===== src/rtl/buffer_drain.sv =====
// buffer_drain: pops PAR_READ-word chunks from the circular buffer and serializes them,
// lane 0 first, onto a one-word valid/ready stream. Define DRAIN_B2B_EN for bubble-free chunk reload.
module buffer_drain #(
  parameter int DATA_WIDTH = 16,
  parameter int PAR_READ   = 1
) (
  input  logic                           clk,
  input  logic                           rst,
  input  logic                           empty,
  output logic                           enr,
  input  logic [DATA_WIDTH*PAR_READ-1:0] data_in,
  output logic [DATA_WIDTH-1:0]          out_data,
  output logic                           out_valid,
  input  logic                           out_ready
);
  localparam int IDX_W = (PAR_READ > 1) ? $clog2(PAR_READ) : 1;
  localparam logic [IDX_W-1:0] LAST_IDX = IDX_W'(PAR_READ - 1);

  typedef enum logic {IDLE, SEND} state_t;

  state_t                         state_reg, state_next;
  logic [IDX_W-1:0]               idx_reg, idx_next;
  logic [DATA_WIDTH*PAR_READ-1:0] chunk_reg, chunk_next;
  logic [DATA_WIDTH-1:0]          lanes [PAR_READ];
  logic                           last_lane;

  genvar gi;
  generate
    for (gi = 0; gi < PAR_READ; gi++) begin : g_lanes
      assign lanes[gi] = chunk_reg[gi*DATA_WIDTH +: DATA_WIDTH];
    end
  endgenerate

  assign last_lane = (idx_reg == LAST_IDX);

  // Lane select written as a compare chain so non-power-of-two PAR_READ never indexes past the array.
  always_comb begin
    out_data = lanes[0];
    for (int i = 1; i < PAR_READ; i++) begin
      if (idx_reg == IDX_W'(i)) out_data = lanes[i];
    end
  end

  always_comb begin
    state_next = state_reg;
    idx_next   = idx_reg;
    chunk_next = chunk_reg;
    enr        = 1'b0;
    out_valid  = (state_reg == SEND);
    case (state_reg)
      IDLE: begin
        enr = !empty && !rst;
        if (enr) begin
          chunk_next = data_in;
          idx_next   = '0;
          state_next = SEND;
        end
      end
      SEND: begin
        if (out_ready) begin
          if (!last_lane) begin
            idx_next = idx_reg + 1'b1;
          end else begin
`ifdef DRAIN_B2B_EN
            enr = !empty && !rst;
`endif
            if (enr) begin
              chunk_next = data_in;
              idx_next   = '0;
            end else begin
              state_next = IDLE;
              idx_next   = '0;
            end
          end
        end
      end
      default: state_next = IDLE;
    endcase
  end

  // Reset drops any untransmitted lanes; the buffer pointer has already moved past them.
  always_ff @(posedge clk) begin
    if (rst) begin
      state_reg <= IDLE;
      idx_reg   <= '0;
      chunk_reg <= '0;
    end else begin
      state_reg <= state_next;
      idx_reg   <= idx_next;
      chunk_reg <= chunk_next;
    end
  end
endmodule


===== config.mk =====
export PLATFORM = sky130hd
export DESIGN_NAME = buffer_drain
export DESIGN_NICKNAME = d
export VERILOG_FILES = /design/src/rtl/buffer_drain.sv
export SDC_FILE = /design/constraint.sdc
export NUM_CORES = 1
export LEC_CHECK = 0
export BUFFER_PORTS_ARGS = -buffer_cell sky130_fd_sc_hd__buf_2
export CAP_MARGIN = 20
export CELL_PAD_IN_SITES_DETAIL_PLACEMENT = 1
export CELL_PAD_IN_SITES_GLOBAL_PLACEMENT = 1
export CORE_ASPECT_RATIO = 0.75
export CORE_MARGIN = 3
export CORE_UTILIZATION = 30
export DETAILED_ROUTE_END_ITERATION = 8
export PLACE_DENSITY = 0.74
export SLEW_MARGIN = 25
export SYNTH_ARGS = -nofsm -noshare
export SYNTH_HDL_FRONTEND = slang
export SYNTH_SLANG_ARGS = --single-unit

===== constraint.sdc =====
create_clock -name clk -period 1.2 [get_ports clk]
set_input_delay 0.24 -clock clk [delete_from_list [all_inputs] [get_ports clk]]
set_output_delay 0.24 -clock clk [all_outputs]
set_load 0.01 [all_outputs]

==> results of run 1 <==
## through the flow
stage	hold slack, ps	cell area [um2]	setup slack [ps]	util [%]
CTS	105	995	20.8	46.9
global placement	434	947	53.8	44.7
global route	104	1010	-13.6	47.5
floorplan	341	706	59.6	-
finish	115	1010	27.4	47.5
detailed placement	435	947	4.75	44.7
## worst reg2reg max path, cell delays in order, from the launching register on
cell	delay, ps
dfxtp_4	380
buf_2	140
or3b_2	460
a21oi_1	130
## sequential cells by signal, summed over array words and instances, names as in the netlist
name / count
out_data: 16
out_valid: 1
## metal layers
metal	GRT usage [%]	vias up
li1	-	354
met1	18.3	332
met2	20.2	21
met3	5.39	2
met4	2.54	0
met5	0	-
## worst min-delay path by stage
stage	from	endpoint	slack [ps]	cells after the start
2_1_floorplan	out_ready	out_valid	340	1
3_3_place_gp	out_ready	out_valid	430	2
3_5_place_dp	out_ready	out_valid	430	2
4_1_cts	out_ready	out_valid	110	2
5_1_grt	out_ready	out_valid	100	2
6_report	out_ready	out_valid	120	2
## kinds of logic (layout without fill, tap and decap cells)
logic type,Yosys count,after routing,synth area share (%)
and+or+nand+nor,18,18,21.5
buffers and inverters,8,48,6.56
DFF,17,17,48.2
AOI/OAI and AO/OA,33,33,23.8
## cell type report
type / count / area (um2) / share of cell area (%)
flip-flops and latches: 17 / 344 / 34.2
clock buffers: 3 / 22.5 / 2.24
multi-input cells: 51 / 324 / 32.2
repair buffers: 44 / 270 / 26.9
well taps: 32 / 40.0 / 3.98
clock inverters: 1 / 5.00 / 0.498
## where the power goes
part / internal [mW] / switching [mW] / total (mW)
clock: 0.124 / 0.181 / 0.304
combinational: 0.113 / 0.107 / 0.220
sequential: 0.599 / 0.0197 / 0.618
## cells in the final DEF (no fill, tap or decap)
| master | n |
|---|---|
| clkbuf_4 | 3 |
| a211oi_1 | 1 |
| o21ai_0 | 16 |
| nor2b_1 | 1 |
| buf_4 | 3 |
| buf_12 | 2 |
| or3b_1 | 15 |
| dfxtp_4 | 1 |
| nor3_2 | 1 |
| or3b_2 | 1 |
| clkinv_2 | 1 |
| dfxtp_1 | 16 |
| a21oi_1 | 16 |
| buf_2 | 37 |
| buf_6 | 2 |
## timing repair
item,4_1_cts,5_1_grt
pin swaps,1,0
gates cloned,0,1
hold buffers,0,0
gates resized for setup,4,1
buffers inserted,1,0
setup endpoints to repair,9,2
==> metrics, run 1 <==
number of I/O port buffers=37; metal3 WL=107 um; Peak supply drop=461 uV; Clock Skew=3.32 ps; Area contributors post-synth=dfxtp_1 48%, or3b_1 19%, a21oi_1 11%; GRT Total Usage=13.5%; hpwl dp=1360 um; die area=2980 um2; Async S/R FF share, synth=0%; H-tree level count=1; Fin. Hold Viols=0; Hold WC Path Type=in2reg; DR top layer=met4; crit path to=out_data[11]; critical path data required time=1420 ps; commonest cells in the netlist=17 x dfxtp_1, 16 x a21oi_1, 16 x o21ai_0; Tmin final=1170 ps; vias in the first global route=684; Post-Syn Instances=76; routed wl met2=909 um; clock buffer depth=2; CP max-delay cell=or3b_2; register bit total from synthesis=17; outcome=finished clean; CP delay by family, top=simple AND/OR/NAND/NOR gates; worst slew pin tran=186 ps; core area=2120 um2; WP buf/inv=1; initial antenna violation count=0; global-route wire length before repair=2920 um; top achievable clock speed=853 MHz; crit path from=out_valid; total of max-cap violations=0; vias per cell=4.79; TritonCTS clock tree=yes; Final #Nets=137; critical path depth in cells=3; total power=1.14 mW; WL final=1960 um; drt wl/cell=13.3 um; Mapped Nets=96; setup TNS=0 ps; reg2reg setup slack=30 ps; YS warnings=0; Clk Latency, worst-skew pair=290 ps; routability congestion estimate=0.683; Inserted Diodes=0; IO Pins=38; Max FO, Critical Path=6; clock sinks=17; met1 WL=935 um; DRT antenna net count=0; fraction of layout cells with a size suffix above 1=44.0%; sequential fraction of the synthesis area=48.2%; number of synthesized flops with an enable pin=0; max incr delay on CP=460 ps; CP Capture Type=flop; R2R cell count=3; ys flop type=dfxtp_1; CP cell instances=buf_2 > or3b_2 > a21oi_1; CTS Buf Count=3; top cell type's share of synthesized area=48.2%; Inst Count DP=142; relative slew slack=87.6%; Startpoint Class=flop; GRT overflow=0; RSZ-0062 raised after global routing=true; DRC errors left=0; largest area contributor in the netlist=dfxtp_1; DR vias=709; Initial DRT Pass Iterations=2; worst r2r dst=out_data[11]; Root Driver=clkbuf_4; 1st-iter DRT viols=21; Initial Utilization=33.3%; critical path class=reg2reg; Fillers=259; CP arrival=1400 ps; area delta synth->final=42.6%; Leakage=0.456 nW; cell with the most instances after synthesis=dfxtp_1; largest net degree at the start of global routing=19; post-route insts no fill=148; P per Cell Area=1140 nW/um2; r2r startpoint=out_valid; site row count=14; Die W=62.0 um; max-slew violations=0; Period Utilization, post-route=97.7%; clock-pin slew on the worst setup and hold paths=100 ps; Synth cell types=12; Netlist Area Pre-Place=706 um2; # setup viols final=0; syn_area_per_cell=9.29 um2; height of the die=48 um
No activity file was read; power rests on OpenSTA's default activity.
==> inputs of run 2 (changes only) <==
Settings changed: MAX_ROUTING_LAYER from default to met4.
==> run 2 against run 1 <==
  * Clock skew is 4.3 ps higher
  * Global-route usage up 0.44 points
  * Via count grew 0.14%
  * Final area unchanged
  * Clock power grew 1%
  * Sequential power about the same
  * Largest power group unchanged
  * Final cell count unchanged
==> metrics, run 2 (same netlist as run 1, synthesis figures left out) <==
number of I/O port buffers=37; initial antenna violation count=0; Clk Latency, worst-skew pair=290 ps; GRT Total Usage=13.9%; Startpoint Class=flop; # setup viols final=0; DP Area=947 um2; core area=2120 um2; P per Cell Area=1140 nW/um2; Peak supply drop=459 uV; TritonCTS clock tree=yes; clock-pin slew on the worst setup and hold paths=110 ps; worst slew pin tran=188 ps; max incr delay on CP=460 ps; crit path from=out_valid; routability congestion estimate=0.690; WL final=1960 um; CP delay by family, top=simple AND/OR/NAND/NOR gates; switching part of the total power=27.1%; CP max-delay cell=or3b_2; CP Capture Type=flop; H-tree level count=1; Hold WC Path Type=in2reg; Fin. Hold Viols=0; Max FO, Critical Path=6; total of max-cap violations=0; area delta synth->final=42.6%; die area=2980 um2; vias in the first global route=685; setup TNS=0 ps; commonest non-fill, non-tap cell in the layout=buf_2; max reg flops=16; Root Driver=clkbuf_4; outcome=finished clean; Cell Int Power=836 uW; Initial DRT Pass Iterations=4; Inserted Diodes=0; fraction of layout cells with a size suffix above 1=44.0%; drt wl/cell=13.3 um; clock sinks=17; largest net degree at the start of global routing=19; DRC errors left=0; CTS Buf Count=3; hold wc startpoint=out_ready; site row count=14; Final #Nets=137; CP arrival=1400 ps; clock buffer depth=2; total power=1.15 mW; DR vias=710; CTS hold repair buffers=0; most frequent cells in the layout=37 x buf_2, 16 x o21ai_0, 16 x a21oi_1, 16 x dfxtp_1, 15 x or3b_1; WP buf/inv=1; height of the die=48 um; global-route wire length before repair=2910 um; Logic pwr share=19.3%; Flop pwr share=53.9%; DRT antenna net count=0; Leakage=0.456 nW; final worst setup slack=20.6 ps; GRT overflow=0; P_sw=311 uW; CP cell instances=buf_2 > or3b_2 > a21oi_1; vias per cell=4.80; relative slew slack=87.5%; 1st-iter DRT viols=14; DP Worst Slack=4.75 ps; Clock Skew=7.62 ps; fin util=47.5%; critical path class=reg2reg; critical path data required time=1420 ps; Die W=62.0 um; Period Utilization, post-route=98.3%; Clk network pwr share=26.8%; RSZ-0062 raised after global routing=true; cell area after layout=1010 um2; hpwl dp=1360 um; max-slew violations=0; Tmin final=1180 ps; IO Pins=38; top achievable clock speed=848 MHz; Initial Utilization=33.3%; r2r startpoint=out_valid
==> run 2: cell counts in the layout (fill, tap and decap cells not counted) <==
No cell type changed its count.
==> run 2: stage by stage <==
step / cells / hold WS, ps
6_report: 148 / 113
5_1_grt: 148 / 104
4_1_cts: 147 / 105
3_5_place_dp: 142 / 435
3_3_place_gp: 142 / 434
2_1_floorplan: 76 / 341
==> run 2: worst register-to-register path: stages, from the launching register on <==
cell	delay (ps)
dfxtp_4	380
buf_2	140
or3b_2	460
a21oi_1	130
==> run 2: repair_timing <==
action / 4_1_cts / 5_1_grt
gates resized for setup: 4 / 1
gates cloned: 0 / 1
setup buffers: 1 / 0
endpoints found under the setup margin: 9 / 2
pin swaps: 1 / 0
==> run 2: path summary, 6_finish.rpt <==
kind,to,slack (ps),cells past startpoint
max,out_data[11],20,3
min,out_valid,110,2
max reg2reg,out_data[11],20,3
min reg2reg,out_data[1],480,2
==> run 2: power by group through the flow <==
stage / combinational [mW] / clock [mW] / sequential (mW)
finish: 0.221 / 0.308 / 0.618
global route: 0.244 / 0.351 / 0.623
CTS: 0.216 / 0.324 / 0.618
detailed placement: 0.204 / 0 / 0.633
global placement: 0.199 / 0 / 0.632
floorplan: 0.0931 / 0 / 0.647
==> run 2: cell type report <==
class                   count  area (um2)
clock buffers               3        22.5
multi-input cells          51         324
clock inverters             1        5.00
flip-flops and latches     17         344
fillers                   259        1110
well taps                  32        40.0
repair buffers             44         270
==> run 2: routing by layer <==
layer	global-route usage [%]	vias to the layer above	share of wire, %
li1	-	356	-
met1	18.5	327	47
met2	20.5	25	47
met3	4.85	2	6.0
met4	2.54	0	0.51
met5	-	-	0
==> inputs of run 3 (changes only) <==
Settings changed: REMOVE_ABC_BUFFERS from default to 1.
==> run 3 against run 2 <==
  * The run now ends with negative setup slack left
  * Die area stayed put
  * Global-route usage increased by 1.0 points
  * First-iteration DRC count shrank 57%
==> metrics, run 3 (same netlist as run 1, synthesis figures left out) <==
WL final=1840 um; vias in the first global route=679; max-slew violations=0; DRT antenna net count=0; failing checks=negative setup slack; core area=2120 um2; CTS Buf Count=3; Initial DRT Pass Iterations=2; M3 GR Usage=6.74%; P per Cell Area=1140 nW/um2; r2r startpoint=out_valid; fraction of layout cells with a size suffix above 1=48.7%; DR vias=712; FF/Latch Area=342 um2; outcome=finished with violations; CP cell instances=buf_6 > nor3_2 > buf_2; clock buffer depth=2; total power=1.14 mW; Initial Utilization=33.3%; GRT Total Usage=14.9%; 1st-iter DRT viols=6; Tmin final=1270 ps; Root Driver=clkbuf_4; TritonCTS clock tree=yes; max incr delay on CP=340 ps; Worst Hold Endpoint=out_valid; routability congestion estimate=0.654; Hold WC Path Type=in2reg; height of the die=48 um; H-tree level count=1; CP max-delay cell=dfxtp_2; total of max-cap violations=0; Period Utilization, post-route=105%; Die W=62.0 um; Final #Nets=136; drt wl/cell=12.5 um; clock sinks=17; area occupied by multi-input gates=350 um2; CP Capture Type=output pin; top achievable clock speed=790 MHz; IO Pins=38; Clk Latency, worst-skew pair=290 ps; critical path data required time=960 ps; Leakage=0.441 nW; site row count=14; most frequent cells in the layout=37 x buf_2, 16 x o21ai_0, 16 x dfxtp_1; GR Util met2=21.9%; largest net degree at the start of global routing=35; Fillers=264; die area=2980 um2; Global Route met1 Usage=17.6%; GRT overflow=0; Fin. Hold Viols=0; vias per cell=4.84; final worst setup slack=-65.6 ps; Peak supply drop=462 uV; Max FO, Critical Path=3; commonest non-fill, non-tap cell in the layout=buf_2; WHS=138 ps; GR peak layer=met2; reg2reg setup slack=-20 ps; Clock Skew=0.637 ps; critical path class=reg2out; worst slew pin tran=472 ps; Inserted Diodes=0; # setup viols final=2; hpwl dp=1270 um; CP arrival=1030 ps; RSZ-0062 raised after global routing=true; DRC errors left=0; Startpoint Class=flop; hold depth=2; number of I/O port buffers=37; max reg flops=16; worst r2r dst=out_data[11]; global-route wire length before repair=3020 um; initial antenna violation count=0; relative slew slack=68.5%; clock-pin slew on the worst setup and hold paths=100 ps; hold wc startpoint=out_ready; R2R cell count=4; area delta synth->final=41.7%
[run 3: cell count changes in the layout (fill, tap and decap cells not counted), sizes merged]
cell	before	now
buf	44	43
clkbuf	3	4
clkinv	1	0
[run 3: what timing repair did]
item                                    CTS  global route
hold buffers                              0             0
pin swaps                                 1             7
setup buffers                             2             0
endpoints found under the setup margin    2            17
resized for setup                         3             9
[run 3: power by group]
group	switching (mW)	leakage [nW]	internal [mW]	total, mW
Combinational	0.111	0.286	0.109	0.220
Sequential	0.0152	0.140	0.599	0.614
Clock	0.179	0.0150	0.129	0.308
Total	0.305	0.441	0.837	1.14
[run 3: worst max path at each step]
stage | start | slack, ps | depth (start not counted) | to
global route | out_valid | -140 | 3 | enr
detailed placement | empty | 20 | 3 | out_data[11]
finish | out_valid | -70 | 3 | enr
CTS | out_valid | -70 | 3 | enr
global placement | empty | 50 | 3 | out_data[11]
floorplan | out_valid | -20 | 2 | out_data[11]
[run 3: per-stage QoR]
| step | cell area (um2) | TNS, ps | worst slack [ps] | std cells | utilization, % |
|---|---|---|---|---|---|
| after floorplan | 659 | -18.0 | -18.0 | 68 | - |
| after global placement | 915 | 0 | 48.2 | 141 | 43.2 |
| after detailed placement | 915 | 0 | 24.3 | 141 | 43.2 |
| after CTS | 966 | -104 | -70.5 | 147 | 45.6 |
| after global routing | 1000 | -447 | -140 | 147 | 47.2 |
| final | 1000 | -80.9 | -65.6 | 147 | 47.2 |
[run 3: critical path, delay by kind of cell, from the launching register on]
| kind | cells | cell delay [ps] |
|---|---|---|
| buffers and inverters | 2 | 260 |
| flip-flops | 1 | 340 |
| AND/OR/NAND/NOR | 1 | 140 |
[run 3: area by class of cell]
| cell class | count | share of cell area (%) |
|---|---|---|
| multi-input combinational | 51 | 35.0 |
| tap | 32 | 4.01 |
| clock buffer | 4 | 2.63 |
| sequential | 17 | 34.2 |
| timing repair buffer | 43 | 24.2 |
[run 3: per-layer routing]
layer / vias to the layer above / share of wire, %
met1: 323 / 47
li1: 355 / -
met4: 0 / 1.3
met5: - / 0
met2: 30 / 43
met3: 4 / 8.9
